**src/rtl/nibble_serial_addsub_pkg.sv**
```systemverilog
// Shared types and helpers for the nibble-serial add/subtract sequencer.
package nibble_serial_addsub_pkg;

  localparam int NIBBLE_W = 4;

  typedef enum logic [1:0] {
    IDLE = 2'd0,
    RUN  = 2'd1,
    DONE = 2'd2
  } state_e;

  function automatic int nib_steps(input int width);
    return width / NIBBLE_W;
  endfunction

endpackage

```
**src/rtl/nibble_addsub_flags.sv**
```systemverilog
// Result/flag formation from the registered nibble results.
// Optional signed saturation when NIBBLE_SERIAL_ADDSUB_SAT_EN is defined.
module nibble_addsub_flags
  import nibble_serial_addsub_pkg::*;
#(
  parameter int WIDTH = 16
) (
  input  logic [WIDTH-1:0] res,
  input  logic             a_msb,
  input  logic             bp_msb,
  input  logic             carry_in,
  output logic [WIDTH-1:0] result,
  output logic             overflow,
  output logic             zero,
  output logic             carry
);

  always_comb begin
    overflow = (a_msb == bp_msb) && (res[WIDTH-1] != a_msb);
    result   = res;
`ifdef NIBBLE_SERIAL_ADDSUB_SAT_EN
    // Clamp toward the sign of A: overflow only happens when both inputs share it.
    if (overflow) result = a_msb ? {1'b1, {(WIDTH-1){1'b0}}} : {1'b0, {(WIDTH-1){1'b1}}};
`endif
    zero  = (result == '0);
    carry = carry_in;
  end

endmodule

```
**src/rtl/nibble_serial_addsub.sv**
```systemverilog
// Multi-cycle add/subtract sequencer driving an external 4-bit ripple adder,
// one nibble per cycle. Saturation is enabled with NIBBLE_SERIAL_ADDSUB_SAT_EN.
module nibble_serial_addsub
  import nibble_serial_addsub_pkg::*;
#(
  parameter int WIDTH = 16
) (
  input  logic                clk,
  input  logic                rst_n,
  input  logic                in_valid,
  output logic                in_ready,
  input  logic [WIDTH-1:0]    in_a,
  input  logic [WIDTH-1:0]    in_b,
  input  logic                in_sub,
  output logic                out_valid,
  input  logic                out_ready,
  output logic [WIDTH-1:0]    out_result,
  output logic                out_carry,
  output logic                out_overflow,
  output logic                out_zero,
  output logic [NIBBLE_W-1:0] adder_x,
  output logic [NIBBLE_W-1:0] adder_y,
  output logic                adder_cin,
  input  logic [NIBBLE_W-1:0] adder_sum,
  input  logic                adder_cout
);

  localparam int N    = nib_steps(WIDTH);
  localparam int IDXW = (N > 1) ? $clog2(N) : 1;
  localparam logic [IDXW-1:0] LAST_IDX = IDXW'(N - 1);

  state_e            state_q, state_d;
  logic [IDXW-1:0]   idx_q, idx_d;
  logic [WIDTH-1:0]  a_q, a_d, b_q, b_d, res_q, res_d;
  logic              sub_q, sub_d, carry_q, carry_d;

  logic [WIDTH-1:0]  f_result;
  logic              f_overflow, f_zero, f_carry;

  always_ff @(posedge clk or negedge rst_n) begin
    if (!rst_n) begin
      state_q <= IDLE;
      idx_q   <= '0;
      a_q     <= '0;
      b_q     <= '0;
      res_q   <= '0;
      sub_q   <= 1'b0;
      carry_q <= 1'b0;
    end else begin
      state_q <= state_d;
      idx_q   <= idx_d;
      a_q     <= a_d;
      b_q     <= b_d;
      res_q   <= res_d;
      sub_q   <= sub_d;
      carry_q <= carry_d;
    end
  end

  always_comb begin
    state_d   = state_q;
    idx_d     = idx_q;
    a_d       = a_q;
    b_d       = b_q;
    res_d     = res_q;
    sub_d     = sub_q;
    carry_d   = carry_q;
    in_ready  = 1'b0;
    adder_x   = '0;
    adder_y   = '0;
    adder_cin = 1'b0;
    case (state_q)
      IDLE: begin
        in_ready = 1'b1;
        if (in_valid) begin
          a_d     = in_a;
          b_d     = in_b;
          sub_d   = in_sub;
          idx_d   = '0;
          carry_d = 1'b0;
          state_d = RUN;
        end
      end
      RUN: begin
        // Subtract is A + ~B + 1: the +1 rides in on the first nibble's carry.
        adder_x   = a_q[idx_q*NIBBLE_W +: NIBBLE_W];
        adder_y   = b_q[idx_q*NIBBLE_W +: NIBBLE_W] ^ {NIBBLE_W{sub_q}};
        adder_cin = (idx_q == '0) ? sub_q : carry_q;
        res_d[idx_q*NIBBLE_W +: NIBBLE_W] = adder_sum;
        carry_d   = adder_cout;
        if (idx_q == LAST_IDX) state_d = DONE;
        else                   idx_d   = idx_q + 1'b1;
      end
      DONE: begin
        if (out_ready) state_d = IDLE;
      end
      default: state_d = IDLE;
    endcase
  end

  nibble_addsub_flags #(.WIDTH(WIDTH)) u_flags (
    .res      (res_q),
    .a_msb    (a_q[WIDTH-1]),
    .bp_msb   (b_q[WIDTH-1] ^ sub_q),
    .carry_in (carry_q),
    .result   (f_result),
    .overflow (f_overflow),
    .zero     (f_zero),
    .carry    (f_carry)
  );

  // Result and flags are only presented while a result is being offered.
  always_comb begin
    out_valid    = (state_q == DONE);
    out_result   = out_valid ? f_result : '0;
    out_carry    = out_valid & f_carry;
    out_overflow = out_valid & f_overflow;
    out_zero     = out_valid & f_zero;
  end

endmodule

```
**config.mk**
```make
export PLATFORM = sky130hd
export DESIGN_NAME = nibble_serial_addsub
export DESIGN_NICKNAME = d
export VERILOG_FILES = /design/src/rtl/nibble_serial_addsub_pkg.sv /design/src/rtl/nibble_addsub_flags.sv /design/src/rtl/nibble_serial_addsub.sv
export SDC_FILE = /design/constraint.sdc
export NUM_CORES = 1
export LEC_CHECK = 0
export CAP_MARGIN = 5
export CORE_AREA = 2 2 79 81
export CTS_CLUSTER_SIZE = 25
export DETAILED_ROUTE_END_ITERATION = 12
export DIE_AREA = 0 0 81 83
export PLACE_DENSITY = 0.86
export SYNTH_ARGS = -nofsm -noshare
export SYNTH_HDL_FRONTEND = slang
export SYNTH_HIERARCHICAL = 1
export SYNTH_SLANG_ARGS = --single-unit
```
**constraint.sdc**
```tcl
create_clock -name clk -period 2.1 [get_ports clk]
set_input_delay 0.21 -clock clk [delete_from_list [all_inputs] [get_ports clk]]
set_output_delay 0.21 -clock clk [all_outputs]
set_load 0.02 [all_outputs]
```
# Word-level counts from Yosys, hierarchy flattened
# Index checks and enable logic that the tools add are counted.
[word_totals] ff_bits=54 inputBits=42 output_inout_bits=30 word_cells=52
[op_classes] n_addsub=2 eq_ne=9 shift=4 muxes=16 bitwise=5 n_reduce_logical=9
[op_table] operator="negation 4 -> 34 bit" n=1
[op_table] operator="variable shift 4 x 34 -> 16 bit (first input constant)" n=1
[op_table] operator="indexed part select 4 x 34 -> 16 bit" n=1
[op_table] operator="indexed part select 16 x 5 -> 4 bit" n=2
[op_table] operator="bitwise mux 16 bit" n=1
[op_table] operator="logical NOT 16 bit" n=1
[op_table] operator="two-way mux 16 bit" n=1
[op_table] operator="two-way mux 2 bit" n=5
[op_table] operator="two-way mux 4 bit" n=2
[op_table] operator="!= test 2 bit (second input constant)" n=3
[op_table] operator="case mux 2 bit (3 select lines)" n=1
[op_table] operator="AND reduction 3 bit" n=2
[op_table] operator="== test 2 bit (second input constant)" n=2
[op_table] operator="logical NOT 2 bit" n=2
[op_table] operator="two-way mux 1 bit" n=4
[op_table] operator="case mux 2 bit (2 select lines)" n=1
[op_table] operator="AND reduction 2 bit" n=2
[op_table] operator="bitwise XOR 4 bit" n=1
[op_table] operator="AND 1 bit" n=3
[op_table] operator="adder 2 x 1 -> 2 bit (second input constant)" n=1
[op_table] operator="== test 2 x 1 -> 1 bit (second input constant)" n=1
[op_table] operator="!= test 2 x 1 -> 1 bit (second input constant)" n=1
[op_table] operator="case mux 1 bit (2 select lines)" n=1
[op_table] operator="nonzero test 2 bit" n=1
[op_table] operator="other kinds (4)" n=4

# Logic depth before layout (Yosys ltp)
# Gate-level depths: netlist of run 1.
[logic_depth] ltp_word=4 mapped_depth=6 depth_no_buf=5

# Cells and area by module
# The synthesis of run 1 kept the hierarchy.
[modules_own_cells] module="nibble_serial_addsub" instances=1 cells_per_inst=190 area_each_um2=2633.8 seq_area_each_um2=1351.3
[modules_own_cells] module="nibble_addsub_flags" instances=1 cells_per_inst=25 area_each_um2=177.7 seq_area_each_um2=0.0

# Least setup slack after synthesis of run 1
# No wires, ideal clock.
[synth_path] path_type="reg-to-output" from="register idx_q[0]" to="output port adder_y[1]" arrival_ps=1565 required_ps=1890 path_slack_ps=325 stages_incl_launch_ff=5 path_buffers=1 path_cell_list="dfrtp_1 -> buf_6 -> mux4_2 -> xnor2_1 -> nor2_1"
[synth_between] elab_chain_cells=3
[synth_rtl] item="start, declared" line="nibble_serial_addsub.sv:33" source="logic [IDXW-1:0] idx_q, idx_d;"
[synth_rtl] item="start signal, assigned" line="nibble_serial_addsub.sv:51" source="idx_q <= idx_d;"
[synth_rtl] item="indexed part select 16 x 5 -> 4 bit" line="nibble_serial_addsub.sv:87" source="adder_y = b_q[idx_q*NIBBLE_W +: NIBBLE_W] ^ {NIBBLE_W{sub_q}};"
[synth_rtl] item="bitwise XOR 4 bit" line="nibble_serial_addsub.sv:87"
[synth_rtl] item="two-way mux 4 bit" line="nibble_serial_addsub.sv:72" source="case (state_q)"
[synth_rtl] item="end, declared" line="nibble_serial_addsub.sv:22" source="output logic [NIBBLE_W-1:0] adder_y,"
# Every way passes these cells.

# Worst setup path after layout of run 1
# Ends and elaborated chain as after synthesis.

==> results of run 1 <==
[metrics by stage]
step                utilization  setup WS (ns)  hold slack (ns)  instance area [um^2]
CTS                      0.6287       -0.02157           0.3022                  3656
detailed placement       0.6095       -0.08183          0.09711                  3545
finish                   0.6325        0.08023           0.3074                  3679
floorplan                     -         0.3255         -0.08559                  2811
global route             0.6325      -0.001811           0.3123                  3679
global placement         0.6095       -0.05361          0.09135                  3545
[cell families (layout without fill, tap and decap cells)]
group,count (synthesis),count (layout),share of synthesized area
adder cells (fa/ha/maj),5,5,0.02225
AND/OR/NAND/NOR,56,56,0.1389
XOR/XNOR,5,5,0.01558
flip-flops,54,54,0.4806
multiplexers,43,43,0.2052
AO/OA/AOI/OAI,20,20,0.05741
buffers and inverters,32,105,0.08010
[power breakdown]
| group | internal [mW] | total [mW] | switching [mW] | leakage, nW |
|---|---|---|---|---|
| registers | 1.56 | 1.93 | 0.371 | 0.667 |
| clock network | 0.267 | 0.586 | 0.319 | 0.0482 |
| logic | 1.60 | 2.86 | 1.26 | 1.03 |
[synth_stat cells (6+ instances only)]
cell type and number:
and2_1 23, mux2_2 29, nor2_1 7, a22o_1 16, buf_4 17, dfrtp_1 54
mux4_2 7, nand2_1 6
[worst max-delay path, cell delays in order (launching register included)]
cell	delay [ns]
dfrtp_2	0.43
mux4_2	0.52
xnor2_1	0.13
nor2_1	0.12
clkdlybuf4s15_1	0.32
[final timing paths]
path	slack [ns]	to	from
worst max register to register	0.14	res_q[10]$_DFFE_PN0P_	idx_q[0]$_DFFE_PN0P_
min in group clk	0.49	carry_q$_DFFE_PN0P_	adder_cout
max in group asynchronous	1.21	state_q[1]$_DFFE_PN0P_	rst_n
worst max-delay path	0.08	adder_y[1]	idx_q[0]$_DFFE_PN0P_
worst min register to register	0.49	a_q[13]$_DFFE_PN0P_	a_q[13]$_DFFE_PN0P_
worst min-delay path	0.31	state_q[0]$_DFFE_PN0P_	rst_n
[state kept, by name, summed over array words and instances (netlist names)]
signal,cells
carry_q,1
state_q,2
a_q,16
b_q,16
sub_q,1
idx_q,2
res_q,16
[layer usage]
layer | track usage | vias up | wire length, um
met5 | 0 | - | 0
met4 | 0.06471 | 0 | 91
met3 | 0.04783 | 10 | 351
met2 | 0.3020 | 62 | 2884
met1 | 0.2327 | 914 | 2347
li1 | - | 888 | -
[what timing repair did]
action	in CTS	in global routing
hold endpoints to repair	10	0
setup endpoints to repair	32	28
pin swaps	1	2
hold buffers	1	0
resized for setup	52	15
setup buffers	4	0
[cell type report]
class                           instances  share of cell area
Sequential cell                        54              0.3684
Multi-Input combinational cell        129              0.3408
Timing Repair Buffer                   92              0.2354
Tap cell                               75             0.02551
Clock buffer                            7             0.02347
Inverter                                5            0.005102
Clock inverter                          1            0.001361
==> qor.txt, run 1 <==
core area - 0.005816 mm^2
final hold violations - 0
Filler cells - 486
H-tree levels - 2
dpl hpwl - 4354 um
die width - 81 um
first-pass GRT wire length - 9508 um
Post-Synthesis Cells - 215
Final TNS setup - 0 ns
Avg Cell Area, Syn - 13.08 um^2
min-delay worst type - input port to async pin
worst slew pin tran - 0.3281 ns
vias post-DR - 1874
Power, Total - 5.382 mW
Slew headroom - 0.7796
root buf cell - clkbuf_8
synthesized flop and latch total - 54
Clock Tree Buf Depth - 2
Ant. Diodes - 0
Primary FF master, synth - dfrtp_1
post-synth net total - 262
area share of the largest cell type after synthesis - 0.4806
die area - 0.006723 mm^2
worst endpoint required time - 1.89 ns
cell count after placement - 351
RSZ-0062 raised after global routing - yes
crit path DAT - 1.81 ns
floorplan row count - 28
Initial Utilization - 0.4834
Num CTS Buffers - 5
vias in the first global route - 1978
sequential area share after synthesis - 0.4806
worst setup path class - register to primary output
antenna viol nets, final - 0
fmax - 495.1 MHz
gr ovfl total - 0
Max Fanout on Critical Path - 4
clk_lat worst skew - 0.30 ns
CTS sink cnt - 54
Setup Viol. Count Final - 0
Final nets - 334
multi-input logic area - 0.001254 mm^2
Tmin final - 2.020 ns
top post-synthesis cells by area - dfrtp_1 (48%), mux2_2 (12%), mux4_2 (5.6%)
leakage dissipation - 1.745 nW
commonest non-fill, non-tap cell in the layout - dfrtp_1
drt pass-1 iters - 4
outcome - complete, no violations
Placer Congestion - 0.8140
Worst VDD drop - 0.0008126 V
Yosys warnings - 6
WL final - 5674 um
DR iter-0 viols - 103
P&R area growth vs syn - 30.84%
biggest area consumer among synthesized cells - dfrtp_1
pwr dens - 1463 mW/mm^2
Netlist Area Pre-Place - 0.002811 mm^2
Clock Skew - 0.007798 ns
most frequent cells in the layout - dfrtp_1 (51), clkdlybuf4s50_1 (42), mux2_2 (29)
worst reg2reg path depth - 8
drt drc - 0
Max Slew Vio Count - 0
post-route clock period utilization - 0.9618
IO buf count - 71
I/O pin cnt - 72
Register Area - 0.001355 mm^2
largest net degree at the start of global routing - 28
WL/cell - 15.63 um
CP startpoint kind - register
library cells used by synthesis - 29
fraction of layout cells with a size suffix above 1 - 0.2986
CP endpoint kind - primary output
Tot GR Track Use - 0.1839
die height - 83 um
ys async rst share - 1.000
non-filler cells in the finished layout - 363
Clk pin slew, worst setup/hold paths - 0.09 ns
Avg Vias per Cell - 5.163
antenna violations before repair - 0
EDFF count, synth - 0
CTS tree - done
max-cap check violation count - 0
(Power assumes the default switching activity.)
==> run 2: changes to the inputs <==
==> constraint.sdc (replaced) <==
create_clock -name clk -period 2.1 [get_ports clk]
set_input_delay 0.21 -clock clk [delete_from_list [all_inputs] [get_ports clk]]
set_output_delay 0.21 -clock clk [all_outputs]
set_load 0.005 [all_outputs]
==> run 2 against run 1 <==
Effect of this change: via count grew 3.3%; combinational power shrank 4%; sequential power is essentially flat; first-iteration DRC count shrank 49%; clock-buffer cell count shrank 1; wire length grew 2.6%; die area is the same; clock power grew 44%; critical path depth grew 2; total power grew 2.8%; clock skew shrank 0.0030 ns; sequential share of layout area shrank 1.3 points; largest cell class unchanged.
==> qor.txt, run 2 (synthesized netlist as in run 1, its figures left out) <==
outcome - complete, no violations
Slew headroom - 0.6262
gr ovfl total - 0
cell count after placement - 346
Num CTS Buffers - 5
fraction of layout cells with a size suffix above 1 - 0.3003
Initial Utilization - 0.4834
Regs by FF count - a_q: 16 flops, b_q: 16 flops, res_q: 16 flops
Power, Total - 5.535 mW
max-cap check violation count - 0
die height - 83 um
worst setup path class - register to primary output
drt pass-1 iters - 4
dpl hpwl - 4165 um
root buf cell - clkbuf_8
first-pass GRT wire length - 9666 um
Clk pin slew, worst setup/hold paths - 0.10 ns
clk_lat worst skew - 0.30 ns
CP startpoint kind - register
P&R area growth vs syn - 35.69%
final hold violations - 0
utilization after layout - 0.6560
antenna viol nets, final - 0
post-route clock period utilization - 0.9792
commonest non-fill, non-tap cell in the layout - clkdlybuf4s50_1
Placer Congestion - 0.8238
antenna violations before repair - 0
floorplan row count - 28
leakage dissipation - 1.636 nW
CP endpoint kind - primary output
die width - 81 um
CTS tree - done
Worst VDD drop - 0.0006584 V
IO buf count - 71
Clock Tree Buf Depth - 2
die area - 0.006723 mm^2
RSZ-0062 raised after global routing - yes
vias post-DR - 1935
Avg Vias per Cell - 5.258
Final TNS setup - 0 ns
WL/cell - 15.82 um
vias in the first global route - 1996
Ant. Diodes - 0
worst slew pin tran - 0.5607 ns
pwr dens - 1451 mW/mm^2
most frequent cells in the layout - clkdlybuf4s50_1 (60), dfrtp_1 (50), mux2_2 (29)
drt drc - 0
CTS sink cnt - 54
Setup Viol. Count Final - 0
largest net degree at the start of global routing - 32
Max Fanout on Critical Path - 4
min-delay worst type - input port to async pin
non-filler cells in the finished layout - 368
core area - 0.005816 mm^2
Tot GR Track Use - 0.1845
Max Slew Vio Count - 0
Clock Skew - 0.004786 ns
fmax - 486.3 MHz
WL final - 5820 um
worst endpoint required time - 1.89 ns
I/O pin cnt - 72
Final nets - 339
crit path DAT - 1.85 ns
DR iter-0 viols - 53
Tmin final - 2.056 ns
H-tree levels - 2
-- run 2: final cells by class --
type | count | area, um^2
Clock buffer | 6 | 82.58
Clock inverter | 2 | 60.06
Fill cell | 466 | 2001
Inverter | 5 | 18.77
Multi-Input combinational cell | 129 | 1264
Sequential cell | 54 | 1356
Tap cell | 75 | 93.84
Timing Repair Buffer | 97 | 939.7
-- run 2: report_power, final --
part / internal, mW / switching (mW)
sequential: 1.56 / 0.386
combinational: 1.67 / 1.08
clock: 0.508 / 0.334
-- run 2: per-stage QoR --
stage | setup WS, ns | hold slack (ns) | instance area [um^2]
5_1_grt | -0.03132 | 0.4671 | 3815
6_report | 0.04374 | 0.4294 | 3815
3_3_place_gp | -0.01408 | 0.2226 | 3520
3_5_place_dp | -0.03989 | 0.2322 | 3520
2_1_floorplan | 0.3551 | -0.08559 | 2811
4_1_cts | -0.07755 | 0.4489 | 3732
-- run 2: path summary, 6_finish.rpt --
kind | from | end | slack, ns | depth (start not counted)
max | idx_q[0]$_DFFE_PN0P_ | adder_y[2] | 0.04 | 6
min | rst_n | res_q[8]$_DFFE_PN0P_ | 0.43 | 2
max reg2reg | idx_q[0]$_DFFE_PN0P_ | idx_q[0]$_DFFE_PN0P_ | 0.27 | 7
min reg2reg | a_q[13]$_DFFE_PN0P_ | a_q[13]$_DFFE_PN0P_ | 0.49 | 1
max in group asynchronous | rst_n | idx_q[1]$_DFFE_PN0P_ | 1.11 | 3
min in group clk | a_q[13]$_DFFE_PN0P_ | a_q[13]$_DFFE_PN0P_ | 0.49 | 1
-- run 2: metal layers --
layer / wire (um) / part of all wire / global-route usage / up-vias
li1: - / - / - / 904
met1: 2369 / 0.41 / 0.2333 / 957
met2: 3035 / 0.52 / 0.3148 / 63
met3: 306 / 0.053 / 0.03913 / 11
met4: 109 / 0.019 / 0.05393 / 0
met5: 0 / 0 / 0 / -
-- run 2: critical path: stages, from the launching register on --
cell and delay [ns]:
dfrtp_2 0.44, buf_4 0.14, buf_4 0.10, mux4_2 0.49, xnor2_1 0.13, nor2_1 0.10
buf_2 0.13
-- run 2: what timing repair did --
action	in CTS	in global routing
hold endpoints to repair	23	0
pin swaps	1	3
hold buffers	1	0
gates resized for setup	19	16
buffers inserted	7	6
setup endpoints to repair	9	25
